$ cat src/rtl/m_unit_seq_pkg.sv
// Shared constants for the iterative RV32M unit: FSM states, func3 M-op encodings and
// the special-case result helper used by both the early-out and the fix-up path.
package m_unit_seq_pkg;

  localparam int unsigned MXlen = 32;

  typedef enum logic [1:0] {
    StIdle = 2'd0,
    StCalc = 2'd1,
    StFix  = 2'd2,
    StDone = 2'd3
  } state_e;

  typedef enum logic [2:0] {
    OpMul    = 3'b000,
    OpMulh   = 3'b001,
    OpMulhsu = 3'b010,
    OpMulhu  = 3'b011,
    OpDiv    = 3'b100,
    OpDivu   = 3'b101,
    OpRem    = 3'b110,
    OpRemu   = 3'b111
  } mop_e;

  function automatic logic is_div(logic [2:0] f3);
    return f3[2];
  endfunction

  function automatic logic is_rem(logic [2:0] f3);
    return f3[2] & f3[1];
  endfunction

  // Divide-by-zero or signed-overflow result; only meaningful for divide ops.
  function automatic logic [MXlen-1:0] special_res(logic [2:0] f3, logic [MXlen-1:0] a,
                                                   logic dz);
    logic [MXlen-1:0] r;
    if (dz) r = is_rem(f3) ? a : '1;
    else    r = is_rem(f3) ? '0 : {1'b1, {(MXlen-1){1'b0}}};
    return r;
  endfunction

endpackage

$ cat src/rtl/m_unit_operand_prep.sv
// Combinational operand preparation: magnitudes of both operands and the sign of the
// final product/quotient and remainder, according to the signedness of the M-op.
module m_unit_operand_prep
  import m_unit_seq_pkg::*;
#(
  parameter int unsigned XLEN = 32
) (
  input  logic [2:0]      func3_i,
  input  logic [XLEN-1:0] op_a_i,
  input  logic [XLEN-1:0] op_b_i,
  output logic [XLEN-1:0] abs_a_o,
  output logic [XLEN-1:0] abs_b_o,
  output logic            neg_res_o,
  output logic            neg_rem_o
);

  logic signed_a, signed_b, neg_a, neg_b;

  always_comb begin
    signed_a = 1'b0;
    signed_b = 1'b0;
    case (func3_i)
      OpMulh, OpDiv, OpRem: begin
        signed_a = 1'b1;
        signed_b = 1'b1;
      end
      OpMulhsu: signed_a = 1'b1;
      default: ;
    endcase
    neg_a     = signed_a & op_a_i[XLEN-1];
    neg_b     = signed_b & op_b_i[XLEN-1];
    // The most negative value negates to itself and is then read as an unsigned magnitude.
    abs_a_o   = neg_a ? -op_a_i : op_a_i;
    abs_b_o   = neg_b ? -op_b_i : op_b_i;
    neg_res_o = neg_a ^ neg_b;
    neg_rem_o = neg_a;
  end

endmodule

$ cat src/rtl/m_unit_seq.sv
// Iterative RV32M execute unit: one shared 64-bit shift datapath, one result bit per cycle.
// Optional M_UNIT_EARLY_OUT_EN skips the iterations for trivially known results.
module m_unit_seq
  import m_unit_seq_pkg::*;
#(
  parameter int unsigned XLEN  = 32,
  parameter int unsigned CNT_W = 6
) (
  input  logic            clk,
  input  logic            rst,
  input  logic            start,
  input  logic            flush,
  input  logic [2:0]      func3,
  input  logic [XLEN-1:0] op_a,
  input  logic [XLEN-1:0] op_b,
  input  logic [4:0]      rd_in,
  output logic            busy,
  output logic            done,
  output logic [XLEN-1:0] result,
  output logic [4:0]      rd_out
);

  localparam logic [XLEN-1:0] MinNeg = {1'b1, {(XLEN-1){1'b0}}};

  state_e            state_q, state_d;
  logic [CNT_W-1:0]  cnt_q, cnt_d;
  logic [2:0]        func3_q, func3_d;
  logic [4:0]        rd_q, rd_d;
  logic [XLEN-1:0]   op_a_q, op_a_d;
  logic [XLEN-1:0]   b_q, b_d;
  logic [XLEN-1:0]   res_q, res_d;
  logic [2*XLEN-1:0] acc_q, acc_d;
  logic              neg_res_q, neg_res_d;
  logic              neg_rem_q, neg_rem_d;
  logic              dz_q, dz_d;
  logic              ovf_q, ovf_d;
  logic              busy_q, busy_d;
  logic              done_q, done_d;
  logic [XLEN-1:0]   result_q, result_d;
  logic [4:0]        rd_out_q, rd_out_d;

  logic [XLEN-1:0]   abs_a, abs_b;
  logic              neg_res, neg_rem;
  logic              dz_now, ovf_now;
  logic [XLEN:0]     mul_sum;
  logic [2*XLEN-1:0] mul_next, div_next, prod;
  logic              div_ge;
  logic [XLEN-1:0]   div_rem, quo, rem;

  m_unit_operand_prep #(
    .XLEN (XLEN)
  ) u_prep (
    .func3_i   (func3),
    .op_a_i    (op_a),
    .op_b_i    (op_b),
    .abs_a_o   (abs_a),
    .abs_b_o   (abs_b),
    .neg_res_o (neg_res),
    .neg_rem_o (neg_rem)
  );

  // acc holds {product hi, multiplier} for multiply and {remainder, quotient} for divide.
  always_comb begin
    dz_now   = (op_b == '0);
    ovf_now  = ((func3 == OpDiv) || (func3 == OpRem)) && (op_a == MinNeg) && (op_b == '1);
    mul_sum  = {1'b0, acc_q[2*XLEN-1:XLEN]} + {1'b0, (acc_q[0] ? b_q : '0)};
    mul_next = {mul_sum, acc_q[XLEN-1:1]};
    div_ge   = (acc_q[2*XLEN-1:XLEN-1] >= {1'b0, b_q});
    div_rem  = acc_q[2*XLEN-2:XLEN-1] - b_q;
    div_next = div_ge ? {div_rem, acc_q[XLEN-2:0], 1'b1} : {acc_q[2*XLEN-2:0], 1'b0};
    prod     = neg_res_q ? -acc_q : acc_q;
    quo      = neg_res_q ? -acc_q[XLEN-1:0] : acc_q[XLEN-1:0];
    rem      = neg_rem_q ? -acc_q[2*XLEN-1:XLEN] : acc_q[2*XLEN-1:XLEN];
  end

  always_comb begin
    state_d   = state_q;
    cnt_d     = cnt_q;
    func3_d   = func3_q;
    rd_d      = rd_q;
    op_a_d    = op_a_q;
    b_d       = b_q;
    res_d     = res_q;
    acc_d     = acc_q;
    neg_res_d = neg_res_q;
    neg_rem_d = neg_rem_q;
    dz_d      = dz_q;
    ovf_d     = ovf_q;
    busy_d    = (state_q != StIdle);
    done_d    = 1'b0;
    result_d  = result_q;
    rd_out_d  = rd_out_q;

    unique case (state_q)
      StIdle: begin
        if (start) begin
          func3_d   = func3;
          rd_d      = rd_in;
          op_a_d    = op_a;
          b_d       = abs_b;
          acc_d     = {{XLEN{1'b0}}, abs_a};
          neg_res_d = neg_res;
          neg_rem_d = neg_rem;
          dz_d      = dz_now;
          ovf_d     = ovf_now;
          cnt_d     = '0;
          state_d   = StCalc;
`ifdef M_UNIT_EARLY_OUT_EN
          if (is_div(func3) ? (dz_now || ovf_now) : ((op_a == '0) || (op_b == '0))) begin
            res_d   = is_div(func3) ? special_res(func3, op_a, dz_now) : '0;
            state_d = StDone;
          end
`endif
        end
      end
      StCalc: begin
        acc_d = is_div(func3_q) ? div_next : mul_next;
        cnt_d = cnt_q + 1'b1;
        if (cnt_q == CNT_W'(XLEN - 1)) begin
          cnt_d   = '0;
          state_d = StFix;
        end
      end
      StFix: begin
        unique case (func3_q)
          OpMul:                     res_d = prod[XLEN-1:0];
          OpMulh, OpMulhsu, OpMulhu: res_d = prod[2*XLEN-1:XLEN];
          OpDiv, OpDivu:             res_d = quo;
          OpRem, OpRemu:             res_d = rem;
          default:                   res_d = '0;
        endcase
        if (is_div(func3_q) && (dz_q || ovf_q)) res_d = special_res(func3_q, op_a_q, dz_q);
        state_d = StDone;
      end
      StDone: begin
        done_d   = 1'b1;
        result_d = res_q;
        rd_out_d = rd_q;
        state_d  = StIdle;
      end
      default: state_d = StIdle;
    endcase

    // Kill wins over everything, including a start presented in the same cycle.
    if (flush) begin
      state_d  = StIdle;
      cnt_d    = '0;
      busy_d   = 1'b0;
      done_d   = 1'b0;
      result_d = result_q;
      rd_out_d = rd_out_q;
    end
  end

  always_ff @(posedge clk or posedge rst) begin
    if (rst) begin
      state_q   <= StIdle;
      cnt_q     <= '0;
      func3_q   <= '0;
      rd_q      <= '0;
      op_a_q    <= '0;
      b_q       <= '0;
      res_q     <= '0;
      acc_q     <= '0;
      neg_res_q <= 1'b0;
      neg_rem_q <= 1'b0;
      dz_q      <= 1'b0;
      ovf_q     <= 1'b0;
      busy_q    <= 1'b0;
      done_q    <= 1'b0;
      result_q  <= '0;
      rd_out_q  <= '0;
    end else begin
      state_q   <= state_d;
      cnt_q     <= cnt_d;
      func3_q   <= func3_d;
      rd_q      <= rd_d;
      op_a_q    <= op_a_d;
      b_q       <= b_d;
      res_q     <= res_d;
      acc_q     <= acc_d;
      neg_res_q <= neg_res_d;
      neg_rem_q <= neg_rem_d;
      dz_q      <= dz_d;
      ovf_q     <= ovf_d;
      busy_q    <= busy_d;
      done_q    <= done_d;
      result_q  <= result_d;
      rd_out_q  <= rd_out_d;
    end
  end

  assign busy   = busy_q;
  assign done   = done_q;
  assign result = result_q;
  assign rd_out = rd_out_q;

endmodule

$ cat config.mk
export PLATFORM = sky130hd
export DESIGN_NAME = m_unit_seq
export DESIGN_NICKNAME = d
export VERILOG_FILES = /design/src/rtl/m_unit_seq_pkg.sv /design/src/rtl/m_unit_operand_prep.sv /design/src/rtl/m_unit_seq.sv
export SDC_FILE = /design/constraint.sdc
export NUM_CORES = 1
export LEC_CHECK = 0
export CELL_PAD_IN_SITES_DETAIL_PLACEMENT = 1
export CELL_PAD_IN_SITES_GLOBAL_PLACEMENT = 2
export CORE_MARGIN = 3
export CORE_UTILIZATION = 33
export DETAILED_ROUTE_END_ITERATION = 6
export PLACE_DENSITY_LB_ADDON = 0.1
export SLEW_MARGIN = 20
export SYNTH_ARGS = -nofsm -noshare
export SYNTH_HDL_FRONTEND = slang
export SYNTH_SLANG_ARGS = --single-unit
export TNS_END_PERCENT = 5
$ cat constraint.sdc
create_clock -name clk -period 7.8 [get_ports clk]
set_clock_uncertainty 0.05 [all_clocks]
set_input_delay 1.56 -clock clk [delete_from_list [all_inputs] [get_ports clk]]
set_output_delay 1.56 -clock clk [all_outputs]
set_load 0.03 [all_outputs]
Word-level counts from Yosys, hierarchy flattened
Cells that the tools add are included. W data, S select, Z words.

Flip-flop bits (word level): 219. Latch bits: 0. RAM bits: 0. Bits in read-only memories: 0. Input port bits: 76. Output and inout bits: 39. Logic and storage cells: 99. Memories kept: 0.

Add/subtract/negate cells: 8. Multiply operators: 0. Div/mod/pow operators: 0. Magnitude comparators: 1. Equal/unequal tests: 20. Shift-type cells: 0. Multiplexer cells: 28. Bitwise logic cells: 5. Reductions and logical operators: 21.

Operators with widths (number): $mux W32 (9); $mux W64 (4); $neg A32 Y32 (4); $pmux W32 S4 (1); $pmux W64 S2 (1); $eq A32 B32 Y1 const B (2); $neg A64 Y64 (1); $add A32 B32 Y33 (1); $ge A33 B32 Y1 (1); $logic_not A32 Y1 (1); $sub A32 B32 Y32 (1); $eq A3 B3 Y1 const B (6); $mux W6 (3); $pmux W6 S2 (1); $reduce_and A2 Y1 (5); $eq A3 B2 Y1 const B (3); $pmux W2 S4 (1); $add A6 B1 Y6 const B (1); $eq A3 B1 Y1 const B (2); $eq A6 B5 Y1 const B (1); $mux W2 (3); $ne A3 B3 Y1 const B (2); $reduce_or A3 Y1 (2); $mux W1 (5); other kinds (14) (22).

Logic depth before layout (Yosys ltp)
Gate-level depths: netlist (run 1).

Depth in word-level cells: 7. Gate-level depth with buffers: 14. Gate-level depth less buffers: 13.

Cells and area by module
Synthesis (run 1) repeated with hierarchy kept, for this count alone.

Cell total of the unflattened synthesis: 2013. Area, all modules: 17261.6 µm².

By module, submodules not included: m_unit_seq (times used 1, cells an instance 1805, area each 15861.5 µm², sequential area each 5480.3 µm²); m_unit_operand_prep (times used 1, cells an instance 208, area each 1400.1 µm², sequential area each 0.0 µm²).

Worst setup path before layout (run 1)
OpenSTA, ideal clock, no wires.

Kind: input to register. Start point: in op_a[6]. End point: reg acc_q[28]. Library setup time: 0.132 ns. Data arrival time: 3.678 ns. Required time: 7.618 ns. Slack: 3.940 ns. Stages: 9. Path buffers: 0. Cells stage by stage: or4_1 > nor3_1 > nand3b_1 > or4_1 > nor2_1 > a21oi_1 > xor2_1 > o21ai_0 > o21ai_1.

Longest elaborated chain between the ends: 4.

Ends and longest elaborated chain: start: declaration (line m_unit_seq.sv:14) `input logic [XLEN-1:0] op_a,`; $neg A32 Y32 (line m_unit_operand_prep.sv:33) `abs_a_o = neg_a ? -op_a_i : op_a_i;`; $mux W32 (line m_unit_operand_prep.sv:33); $mux W64 (line m_unit_seq.sv:96) `if (start) begin`; $pmux W64 S2 (line m_unit_seq.sv:94) `unique case (state_q)`; end signal: assignment (line m_unit_seq.sv:164) `acc_q <= '0;`; end signal: assignment (line m_unit_seq.sv:181) `acc_q <= acc_d;`; end: declaration (line m_unit_seq.sv:32) `logic [2*XLEN-1:0] acc_q, acc_d;`.

No other way between the ends. The select of a mux whose other input is x is not followed. A chain may end at the register's enable or synchronous reset.

Worst setup path after layout (run 1)
Start point: reg acc_q[31]. End point: reg acc_q[54].

Longest elaborated chain between the ends: 4. Elaborated cells on any way between the ends: 5. Those cells by class: add/sub (1); order compare (1); mux (3).

Ends and longest elaborated chain: $sub A32 B32 Y32 / $ge A33 B32 Y1 (equally long branches) (line m_unit_seq.sv:69, m_unit_seq.sv:68); $mux W64 (*) (line m_unit_seq.sv:70) `div_next = div_ge ? {div_rem, acc_q[XLEN-2:0], 1'b1} : {acc_q[2*XLEN-2:0], 1'b0};`; $mux W64 (*) (line m_unit_seq.sv:117) `acc_d = is_div(func3_q) ? div_next : mul_next;`; $pmux W64 S2 (*) (line m_unit_seq.sv:94).

Every way passes the cells marked *; elsewhere a longest branch is shown, timed or not.

==> impl_metrics.yaml, run 1 <==
synthesis:
  postSynthNetCount: 2206
  synth.top_cells.by_area: "sky130_fd_sc_hd__dfrtp_1, sky130_fd_sc_hd__o21ai_0, sky130_fd_sc_hd__xnor2_1"
  synthesis.area_um2: 17000
  synthesis.instances: 2054
  synth_ff_type: "sky130_fd_sc_hd__dfrtp_1"
  netlist.top_cell.by_area: "sky130_fd_sc_hd__dfrtp_1"
  share_of_async_settable_or_async_resettable_flops_after_synthesis_pct: 100
  synth_seq_cells: 219
  synth.yosys.seq_area_share_pct: 32.3
  synthesis.area_per_instance_um2: 8.25
  synth.lib_cells_used.distinct: 75
  post_synth_edffs: 0
  synth.yosys.warnings: 0
  netlist.area_leader.share_pct: 32.3
placement:
  place_hpwl_um: 51200
  detailed_place.area_um2: 18600
  place_congestion: 0.896
  port_buffers: 114
global_routing:
  grt_first_pass_wirelength_um: 103000
  grt_pass1_vias: 16100
  antenna_found_initial: 0
  grt.overflow.total: 0
  global_route.usage.total_pct: 24.5
  grt_start_max_net_pins: 114
clock_network:
  cts_max_path_buffers: 3
  cts-htree-levels: 1
  post_cts_resize_count: 0
  clock-sinks: 219
  numCtsBuffers: 28
  cts-hold-fix-buffers: 0
  worstSkewPairLatency_ns: 0.57
  cts_tree: "done"
  clk_pin_slew_worst_paths_ns: 0.07
  post_cts.repair.setup_buffers: 0
  clk_root_buffer_cell: "sky130_fd_sc_hd__clkbuf_16"
floorplan:
  initial_core_util_pct: 33.6
  floorplan.core_area_um2: 50500
  boundaryPins: 115
  fp.dieW_um: 233
  core.rowCount: 82
  dieArea_um2: 54100
  fp.dieH_um: 233
timing:
  grt_setup_unrepaired: "no"
  max_slew_violations: 0
  worst_max_slew_pin_slew_ns: 1.01
  final.period_utilization_pct: 56.8
  timing.fmax_mhz: 226
  finalWorstPathRequiredPeriod_ns: 4.43
  final-hold-violation-count: 0
  setup_tns_ns: 0
  slew-limit-headroom_pct: 32.4
  finalSetupViolations: 0
critical_path:
  critical_path_peak_fanout: 5
  timing.critical_path.from: "acc_q[31]$_DFFE_PP0P_"
  worstSetupStartpointType: "flop"
  cp.arrival_ns: 4.82
  worstReg2RegStart: "acc_q[31]$_DFFE_PP0P_"
  critPathRequiredTime_ns: 8.19
  setup.worst_path.end_class: "flop"
  worst-setup-path-type: "reg -> reg"
layout:
  cell_area_after_layout_um2: 19600
  total_area_of_multi_input_combinational_cells_um2: 10700
  register_area_um2: 5490
  num-fill-cells: 5968
  finalNetCount: 2239
  area_growth_syn_to_layout_pct: 15.8
  drive_above_1_share_pct: 8.59
drt:
  ant_nets: 0
  drtPass1Iterations: 5
  post-route-drc-count: 0
  number_of_vias_per_cell_after_detailed_routing: 5.70
  postRouteWirelength_um: 66800
  vias: 15900
  route.detailed.wl_per_inst_um: 24.0
  dr.first_iter.drc_count: 950
run_status:
  status: "finished, final reports clean"
power_and_ir_drop:
  p_leak_nw: 8.15
  power_per_cell_area_nw_per_um2: 499
  power.ir.vdd_worst_mv: 0.292
worst_hold_path:
  worst_hold_path_type: "reg -> reg"
  hp-start: "b_q[11]$_DFFE_PP0P_"
run:
  max-cap-violations: 0
==> power by group <==
part           internal, mW  total (mW)  switching, mW
logic                  2.20        5.98           3.78
clock network         0.842        1.38          0.537
registers              1.65        2.44          0.794
==> critical path: stages (launching register included) <==
cell	delay, ns
sky130_fd_sc_hd__dfrtp_1	0.47
sky130_fd_sc_hd__inv_1	0.25
sky130_fd_sc_hd__ha_1	0.23
sky130_fd_sc_hd__inv_1	0.06
sky130_fd_sc_hd__fa_1	0.43
sky130_fd_sc_hd__a211oi_1	0.36
sky130_fd_sc_hd__o21ai_0	0.19
sky130_fd_sc_hd__a31oi_1	0.36
sky130_fd_sc_hd__o21ai_0	0.17
sky130_fd_sc_hd__buf_4	0.18
sky130_fd_sc_hd__a2111oi_0	0.62
sky130_fd_sc_hd__or2_2	0.23
sky130_fd_sc_hd__xor2_1	0.26
sky130_fd_sc_hd__o211ai_1	0.12
sky130_fd_sc_hd__a32o_1	0.31
==> cell usage after synthesis, drive strengths merged, types with 10 or more instances <==
| cell | instances |
|---|---|
| o21a | 10 |
| a211oi | 25 |
| ha | 74 |
| o221ai | 14 |
| a21o | 25 |
| o31ai | 21 |
| a221oi | 10 |
| nor2b | 14 |
| a31oi | 19 |
| or4 | 14 |
| or3 | 17 |
| nand4 | 29 |
| nor3 | 36 |
| nand2b | 22 |
| inv | 78 |
| mux2 | 79 |
| clkbuf | 123 |
| a21oi | 122 |
| o41ai | 15 |
| dfrtp | 219 |
| o21ai | 241 |
| xnor2 | 119 |
| nand2 | 252 |
| o211ai | 23 |
| nor4 | 19 |
| nor2 | 154 |
| xor2 | 69 |
| nand3 | 37 |
| mux2i | 50 |
==> layout by cell type (no fill, tap or decap), types with 7 or more instances in the layout <==
| master | count |
|---|---|
| sky130_fd_sc_hd__a211oi_1 | 25 |
| sky130_fd_sc_hd__and3_1 | 7 |
| sky130_fd_sc_hd__a21o_1 | 25 |
| sky130_fd_sc_hd__clkdlybuf4s50_1 | 114 |
| sky130_fd_sc_hd__o31ai_1 | 20 |
| sky130_fd_sc_hd__nand2_1 | 251 |
| sky130_fd_sc_hd__a221oi_1 | 10 |
| sky130_fd_sc_hd__o221ai_1 | 14 |
| sky130_fd_sc_hd__inv_1 | 76 |
| sky130_fd_sc_hd__nand4_1 | 28 |
| sky130_fd_sc_hd__clkinv_2 | 7 |
| sky130_fd_sc_hd__dfrtp_1 | 217 |
| sky130_fd_sc_hd__nor4_1 | 17 |
| sky130_fd_sc_hd__or4_1 | 13 |
| sky130_fd_sc_hd__nor3_1 | 36 |
| sky130_fd_sc_hd__nor2_1 | 153 |
| sky130_fd_sc_hd__a31oi_1 | 19 |
| sky130_fd_sc_hd__mux2_2 | 79 |
| sky130_fd_sc_hd__xor2_1 | 69 |
| sky130_fd_sc_hd__mux2i_1 | 50 |
| sky130_fd_sc_hd__o2111ai_1 | 7 |
| sky130_fd_sc_hd__clkbuf_16 | 28 |
| sky130_fd_sc_hd__a21oi_1 | 121 |
| sky130_fd_sc_hd__ha_1 | 72 |
| sky130_fd_sc_hd__nor2b_1 | 13 |
| sky130_fd_sc_hd__or2_2 | 8 |
| sky130_fd_sc_hd__xnor2_1 | 119 |
| sky130_fd_sc_hd__o22ai_1 | 9 |
| sky130_fd_sc_hd__o21ai_0 | 234 |
| sky130_fd_sc_hd__o21a_1 | 9 |
| sky130_fd_sc_hd__buf_4 | 19 |
| sky130_fd_sc_hd__nand3_1 | 37 |
| sky130_fd_sc_hd__o21ai_1 | 7 |
| sky130_fd_sc_hd__or3_1 | 17 |
| sky130_fd_sc_hd__nand2b_1 | 21 |
| sky130_fd_sc_hd__o211ai_1 | 23 |
| sky130_fd_sc_hd__o41ai_1 | 12 |
==> state kept, by name, indices dropped and copies added, names as in the netlist <==
register and flops:
ovf_q 1, neg_rem_q 1, b_q 32, neg_res_q 1
dz_q 1, acc_q 64, rd_q 5, state_q 2
cnt_q 6, op_a_q 32, func3_q 3, done 1
res_q 32, busy 1, rd_out 5, result 32
==> final cells by class <==
| class | instances | share of cell area [%] |
|---|---|---|
| clock inverters | 13 | 0.912 |
| multi-input cells | 1625 | 54.6 |
| well taps | 672 | 4.28 |
| clock buffers | 36 | 4.03 |
| flip-flops and latches | 219 | 28.0 |
| repair buffers | 134 | 6.64 |
| inverters | 79 | 1.55 |
| diodes | 2 | 0.0255 |
==> per-layer routing <==
layer	up-vias	part of all wire, %	global-route usage, %
met3	47	4.3	2.93
li1	7440	-	-
met4	0	1.2	3.18
met5	-	0	0
met1	8049	50	36.9
met2	319	44	38.2
==> worst paths after layout <==
kind	slack, ns	to	depth (start not counted)
setup / recovery	3.37	acc_q[54]$_DFFE_PP0P_	14
min in group asynchronous	1.56	rd_q[0]$_DFFE_PP0P_	2
max in group asynchronous	4.95	func3_q[2]$_DFFE_PP0P_	3
setup reg to reg	3.37	acc_q[54]$_DFFE_PP0P_	14
hold reg to reg	0.43	b_q[11]$_DFFE_PP0P_	2
hold / removal	0.43	b_q[11]$_DFFE_PP0P_	2
==> logic make-up (layout without fill, tap and decap cells) <==
| kind of cell | count (synthesis) | count (layout) | share of synthesized area (%) |
|---|---|---|---|
| buffers and inverters | 210 | 262 | 4.66 |
| other | 0 | 2 | 0 |
| AOI/OAI and AO/OA | 597 | 597 | 21.9 |
| DFF | 219 | 219 | 32.3 |
| xor gates and xnor gates | 188 | 188 | 9.71 |
| and+or+nand+nor | 635 | 635 | 17.5 |
| adders and majority gates | 76 | 76 | 5.70 |
| muxes | 129 | 129 | 8.20 |
==> per-stage QoR <==
step	utilization (%)	setup WS [ns]	instances	power [mW]	hold slack, ns
4_1_cts	38.9	3.37	2778	9.82	0.438
6_report	38.9	3.37	2780	9.80	0.432
5_1_grt	38.9	3.04	2778	10.6	0.451
2_1_floorplan	-	0.197	2054	6.21	0.395
3_5_place_dp	36.9	2.90	2729	8.39	0.425
3_3_place_gp	36.9	3.01	2729	8.30	0.409
Power figures use the tool's default switching activity.
==> run 2: changes to the inputs <==
clock period = 4 ns   (was 7.8 ns; I/O delays follow)
==> run 2 against run 1 <==
  * The run now ends with design-rule violations left
  * Highest routed layer is now met5
  * Worst setup slack worse by 3.1 ns
  * Global-route usage up 0.80 points
  * Total power up 100%
==> impl_metrics.yaml, run 2 (same netlist as run 1, synthesis figures left out) <==
worst_hold_path:
  holdPathStages: 2
  worst_hold_path_type: "reg -> reg"
placement:
  place_hpwl_um: 53400
  detailed_place.area_um2: 19300
  port_buffers: 114
  post_place_worst_slack_ns: 0.219
  place_congestion: 0.889
critical_path:
  critPathRequiredTime_ns: 4.39
  crit_path_cell_trace: "inv_1, ha_1, inv_1, fa_1, a211oi_1, o21ai_0, a31oi_1, o21ai_0, a211oi_1, o21ai_0, a211oi_1, mux2i_1, o2111ai_1"
  worst-setup-path-type: "reg -> reg"
  terminus_of_the_critical_flop_to_flop_path: "acc_q[60]$_DFFE_PP0P_"
  timing.critical_path.slowest_cell_delay_ns: 0.43
  crit_path_top_delay_cell: "sky130_fd_sc_hd__a211oi_1"
  cp_top_family: "compound AO/OA/AOI/OAI gates"
  timing.reg2reg.worst_path_depth: 13
  worst_reg2reg_setup_slack_ns: 0.25
  cp-endpoint: "acc_q[60]$_DFFE_PP0P_"
  worstSetupStartpointType: "flop"
  worst-path-buf-inv: 2
  critical_path_peak_fanout: 3
  cp.arrival_ns: 4.14
  timing.critical_path.from: "acc_q[31]$_DFFE_PP0P_"
  worst-path-stages: 13
  worstReg2RegStart: "acc_q[31]$_DFFE_PP0P_"
  setup.worst_path.end_class: "flop"
power_and_ir_drop:
  power_per_cell_area_nw_per_um2: 967
  power.ir.vdd_worst_mv: 0.475
  finalPower_mw: 19.6
  p_leak_nw: 8.59
floorplan:
  fp.dieW_um: 233
  boundaryPins: 115
  dieArea_um2: 54100
  core.rowCount: 82
  initial_core_util_pct: 33.6
  floorplan.core_area_um2: 50500
  fp.dieH_um: 233
run:
  max-cap-violations: 0
timing:
  worst_max_slew_pin_slew_ns: 1.04
  finalSetupViolations: 0
  final.setup.worst_slack_ns: 0.246
  hold_slack_ns: 0.428
  slew-limit-headroom_pct: 30.8
  grt_setup_unrepaired: "yes"
  max_slew_violations: 0
  final-hold-violation-count: 0
  finalWorstPathRequiredPeriod_ns: 3.75
  final.period_utilization_pct: 93.8
  timing.fmax_mhz: 266
layout:
  commonest_non_fill_non_tap_cell_in_the_layout: "sky130_fd_sc_hd__nand2_1"
  num-fill-cells: 5997
  regMostFlops: "acc_q"
  finalNetCount: 2325
  drive_above_1_share_pct: 12.3
  cell_area_after_layout_um2: 20300
  area_growth_syn_to_layout_pct: 19.8
  largest_register_ff_count: 64
  most_frequent_cells_in_the_layout: "sky130_fd_sc_hd__nand2_1, sky130_fd_sc_hd__o21ai_0, sky130_fd_sc_hd__dfrtp_1, sky130_fd_sc_hd__nor2_1, sky130_fd_sc_hd__a21oi_1"
global_routing:
  grt.overflow.total: 0
  grt_first_pass_wirelength_um: 105000
  global_route.usage.total_pct: 25.3
  antenna_found_initial: 3
  grt_start_max_net_pins: 117
  grt_pass1_vias: 16700
drt:
  route.detailed.wl_per_inst_um: 24.0
  post-route-drc-count: 1
  vias: 16100
  number_of_vias_per_cell_after_detailed_routing: 5.62
  drtPass1Iterations: 7
  ant_nets: 0
  postRouteWirelength_um: 68800
  dr.first_iter.drc_count: 1026
run_status:
  status: "finished with violations"
  violations_in_the_final_reports: "design-rule violations"
clock_network:
  numCtsBuffers: 29
  clk_root_buffer_cell: "sky130_fd_sc_hd__clkbuf_16"
  cts-htree-levels: 1
  worstSkewPairLatency_ns: 0.58
  cts_tree: "done"
  cts_max_path_buffers: 3
  clk_pin_slew_worst_paths_ns: 0.06
  clock-sinks: 219
run 2: cell count changes in the layout (fill, tap and decap cells not counted), sizes merged:
| cell | delta |
|---|---|
| bufinv | -2 |
| inv | +2 |
| buf | +85 |
| clkinv | +3 |
| clkbuf | -1 |
| clkinvlp | +2 |
run 2: timing repair:
item,in CTS,in global routing
hold buffers,0,0
buffers inserted,0,0
resized for setup,0,2
setup endpoints to repair,0,4
run 2: tightest hold or removal path, stage by stage, from the launching register on:
cell,delay [ns]
sky130_fd_sc_hd__dfrtp_1,0.34
sky130_fd_sc_hd__nand2_1,0.05
sky130_fd_sc_hd__o21ai_0,0.06
run 2: worst min path at each step:
stage	start	end	slack (ns)
2_1_floorplan	op_a_q[0]$_DFFE_PP0P_	op_a_q[0]$_DFFE_PP0P_	0.39
3_3_place_gp	b_q[15]$_DFFE_PP0P_	b_q[15]$_DFFE_PP0P_	0.41
3_5_place_dp	b_q[14]$_DFFE_PP0P_	b_q[14]$_DFFE_PP0P_	0.42
4_1_cts	b_q[14]$_DFFE_PP0P_	b_q[14]$_DFFE_PP0P_	0.43
5_1_grt	b_q[4]$_DFFE_PP0P_	b_q[4]$_DFFE_PP0P_	0.46
6_report	b_q[15]$_DFFE_PP0P_	b_q[15]$_DFFE_PP0P_	0.43
run 2: routing by layer:
metal / global-route usage, % / vias up / share of wire [%]
li1: - / 7611 / -
met1: 38.1 / 8056 / 50
met2: 38.5 / 364 / 43
met3: 3.01 / 80 / 4.7
met4: 5.60 / 2 / 2.4
met5: 0 / - / 0.019
run 2: final cells by class:
type	count	area, µm²	area share (%)
Tap cell	672	841	4.14
Multi-Input combinational cell	1625	10700	52.8
Clock buffer	35	788	3.88
Timing Repair Buffer	219	2000	9.87
Clock inverter	18	170	0.838
Antenna cell	2	5.00	0.0246
Sequential cell	219	5490	27.0
Inverter	79	300	1.48
run 2: stage by stage:
stage	cells	setup TNS [ns]	utilization [%]
5_1_grt	2867	-0.0217	40.2
2_1_floorplan	2054	0	-
6_report	2869	0	40.2
3_3_place_gp	2814	0	38.3
4_1_cts	2867	0	40.2
3_5_place_dp	2814	0	38.3
run 2: report_power, final:
group	internal, mW	switching (mW)	leakage, nW
clock network	1.54	1.10	0.476
logic	4.76	7.77	5.38
registers	3.22	1.24	2.73
total	9.53	10.1	8.59
==> run 3: changes to the inputs <==
MAX_ROUTING_LAYER = met4   (was unset)
==> run 3 against run 2 <==
  * The run now ends clean
  * Register-to-register slack about the same
  * Critical path type unchanged
  * Core utilization decreased by 0.097 points
  * Count of clock-buffer cells in the layout increased by 2
  * Flip-flop and latch count unchanged
  * Final cell count increased by 0.10%
  * Global-route usage increased by 0.75 points
  * Highest routed layer is now met4
  * Die area unchanged
==> impl_metrics.yaml, run 3 (same netlist as run 1, synthesis figures left out) <==
run_status:
  status: "finished, final reports clean"
clock_network:
  clock-sinks: 219
  cts-hold-fix-buffers: 0
  cts_max_path_buffers: 3
  clk_pin_slew_worst_paths_ns: 0.07
  worstSkewPairLatency_ns: 0.58
  cts_tree: "done"
  numCtsBuffers: 29
  cts-htree-levels: 1
  clk_root_buffer_cell: "sky130_fd_sc_hd__clkbuf_16"
  post_cts_resize_count: 0
  post_cts.repair.setup_buffers: 0
timing:
  finalWorstPathRequiredPeriod_ns: 3.76
  slew-limit-headroom_pct: 33.1
  grt_setup_unrepaired: "yes"
  final-hold-violation-count: 0
  worst_max_slew_pin_slew_ns: 1.00
  setup_tns_ns: 0
  hold_slack_ns: 0.432
  finalSetupViolations: 0
  final.period_utilization_pct: 94.0
  timing.fmax_mhz: 266
  max_slew_violations: 0
placement:
  detailed_place.area_um2: 19300
  place_hpwl_um: 53500
  port_buffers: 114
  place_congestion: 0.900
drt:
  vias: 16300
  post-route-drc-count: 0
  ant_nets: 0
  dr.first_iter.drc_count: 1066
  number_of_vias_per_cell_after_detailed_routing: 5.67
  route.detailed.wl_per_inst_um: 23.9
  drtPass1Iterations: 5
  postRouteWirelength_um: 68600
critical_path:
  worst-path-buf-inv: 3
  critical_path_peak_fanout: 3
  worst-setup-path-type: "reg -> reg"
  cp_top_family: "compound AO/OA/AOI/OAI gates"
  timing.critical_path.slowest_cell_delay_ns: 0.66
  crit_path_top_delay_cell: "sky130_fd_sc_hd__a2111oi_0"
  crit_path_cell_trace: "inv_1, ha_1, inv_1, fa_1, a211oi_1, o21ai_0, a31oi_1, o21ai_0, a2111oi_0, buf_4, o31a_1, o221ai_1, xnor2_1, o211ai_1"
  critPathRequiredTime_ns: 4.44
  setup.worst_path.end_class: "flop"
  cp.arrival_ns: 4.21
  worstSetupStartpointType: "flop"
layout:
  commonest_non_fill_non_tap_cell_in_the_layout: "sky130_fd_sc_hd__nand2_1"
  drive_above_1_share_pct: 12.5
  regMostFlops: "acc_q"
  most_frequent_cells_in_the_layout: "sky130_fd_sc_hd__nand2_1, sky130_fd_sc_hd__o21ai_0, sky130_fd_sc_hd__dfrtp_1, sky130_fd_sc_hd__nor2_1, sky130_fd_sc_hd__a21oi_1"
  area_growth_syn_to_layout_pct: 19.5
  cell_area_after_layout_um2: 20300
  num_antenna_cells: 0
  finalCoreUtilization_pct: 40.1
  largest_register_ff_count: 64
  finalNetCount: 2331
run:
  max-cap-violations: 0
floorplan:
  fp.dieW_um: 233
  boundaryPins: 115
  core.rowCount: 82
  dieArea_um2: 54100
  initial_core_util_pct: 33.6
  fp.dieH_um: 233
  floorplan.core_area_um2: 50500
global_routing:
  grt_first_pass_wirelength_um: 105000
  grt.overflow.total: 0
  grt_pass1_vias: 16500
  global_route.usage.total_pct: 26.0
  grt_start_max_net_pins: 98
  antenna_found_initial: 2
power_and_ir_drop:
  p_leak_nw: 8.58
  finalPower_mw: 19.5
  power.ir.vdd_worst_mv: 0.530
  power_per_cell_area_nw_per_um2: 962
worst_hold_path:
  worst_hold_path_type: "reg -> reg"
run 3: through the flow:
step	cells	setup slack (ns)
4_1_cts	2872	0.233
3_3_place_gp	2820	0.151
2_1_floorplan	2054	0.296
5_1_grt	2872	-0.102
6_report	2872	0.238
3_5_place_dp	2820	0.208
run 3: cell type report:
type	count	area, µm²
clock inverters	15	125
multi-input cells	1625	10700
flip-flops and latches	219	5490
fillers	6017	30200
inverters	79	300
clock buffers	37	796
well taps	672	841
repair buffers	225	2000
run 3: layer usage:
| layer | track usage (%) | part of all wire, % | vias to the layer above |
|---|---|---|---|
| met2 | 38.3 | 43 | 360 |
| met4 | 5.08 | 2.1 | 0 |
| met1 | 38.5 | 51 | 8217 |
| li1 | - | - | 7624 |
| met3 | 2.93 | 4.6 | 71 |
| met5 | - | 0 | - |
run 3: tightest hold or removal path, delay by kind of cell, from the launching register on:
family / cells / cell delay (ns)
compound gates: 1 / 0.06
flops: 1 / 0.34
simple gates: 1 / 0.05
run 3: final timing paths:
kind / slack (ns) / cells after the start / from / to
worst min-delay path: 0.43 / 2 / b_q[28]$_DFFE_PP0P_ / b_q[28]$_DFFE_PP0P_
worst max-delay path: 0.24 / 14 / acc_q[31]$_DFFE_PP0P_ / acc_q[62]$_DFFE_PP0P_
max in group asynchronous: 2.38 / 3 / rst / neg_rem_q$_DFFE_PP0P_
worst max register to register: 0.24 / 14 / acc_q[31]$_DFFE_PP0P_ / acc_q[62]$_DFFE_PP0P_
worst min register to register: 0.43 / 2 / b_q[28]$_DFFE_PP0P_ / b_q[28]$_DFFE_PP0P_
min in group asynchronous: 0.54 / 2 / rst / acc_q[56]$_DFFE_PP0P_
run 3: power breakdown:
group,switching (mW),internal (mW),total (mW)
Combinational,7.74,4.74,12.5
Sequential,1.24,3.22,4.46
Clock,1.08,1.47,2.55
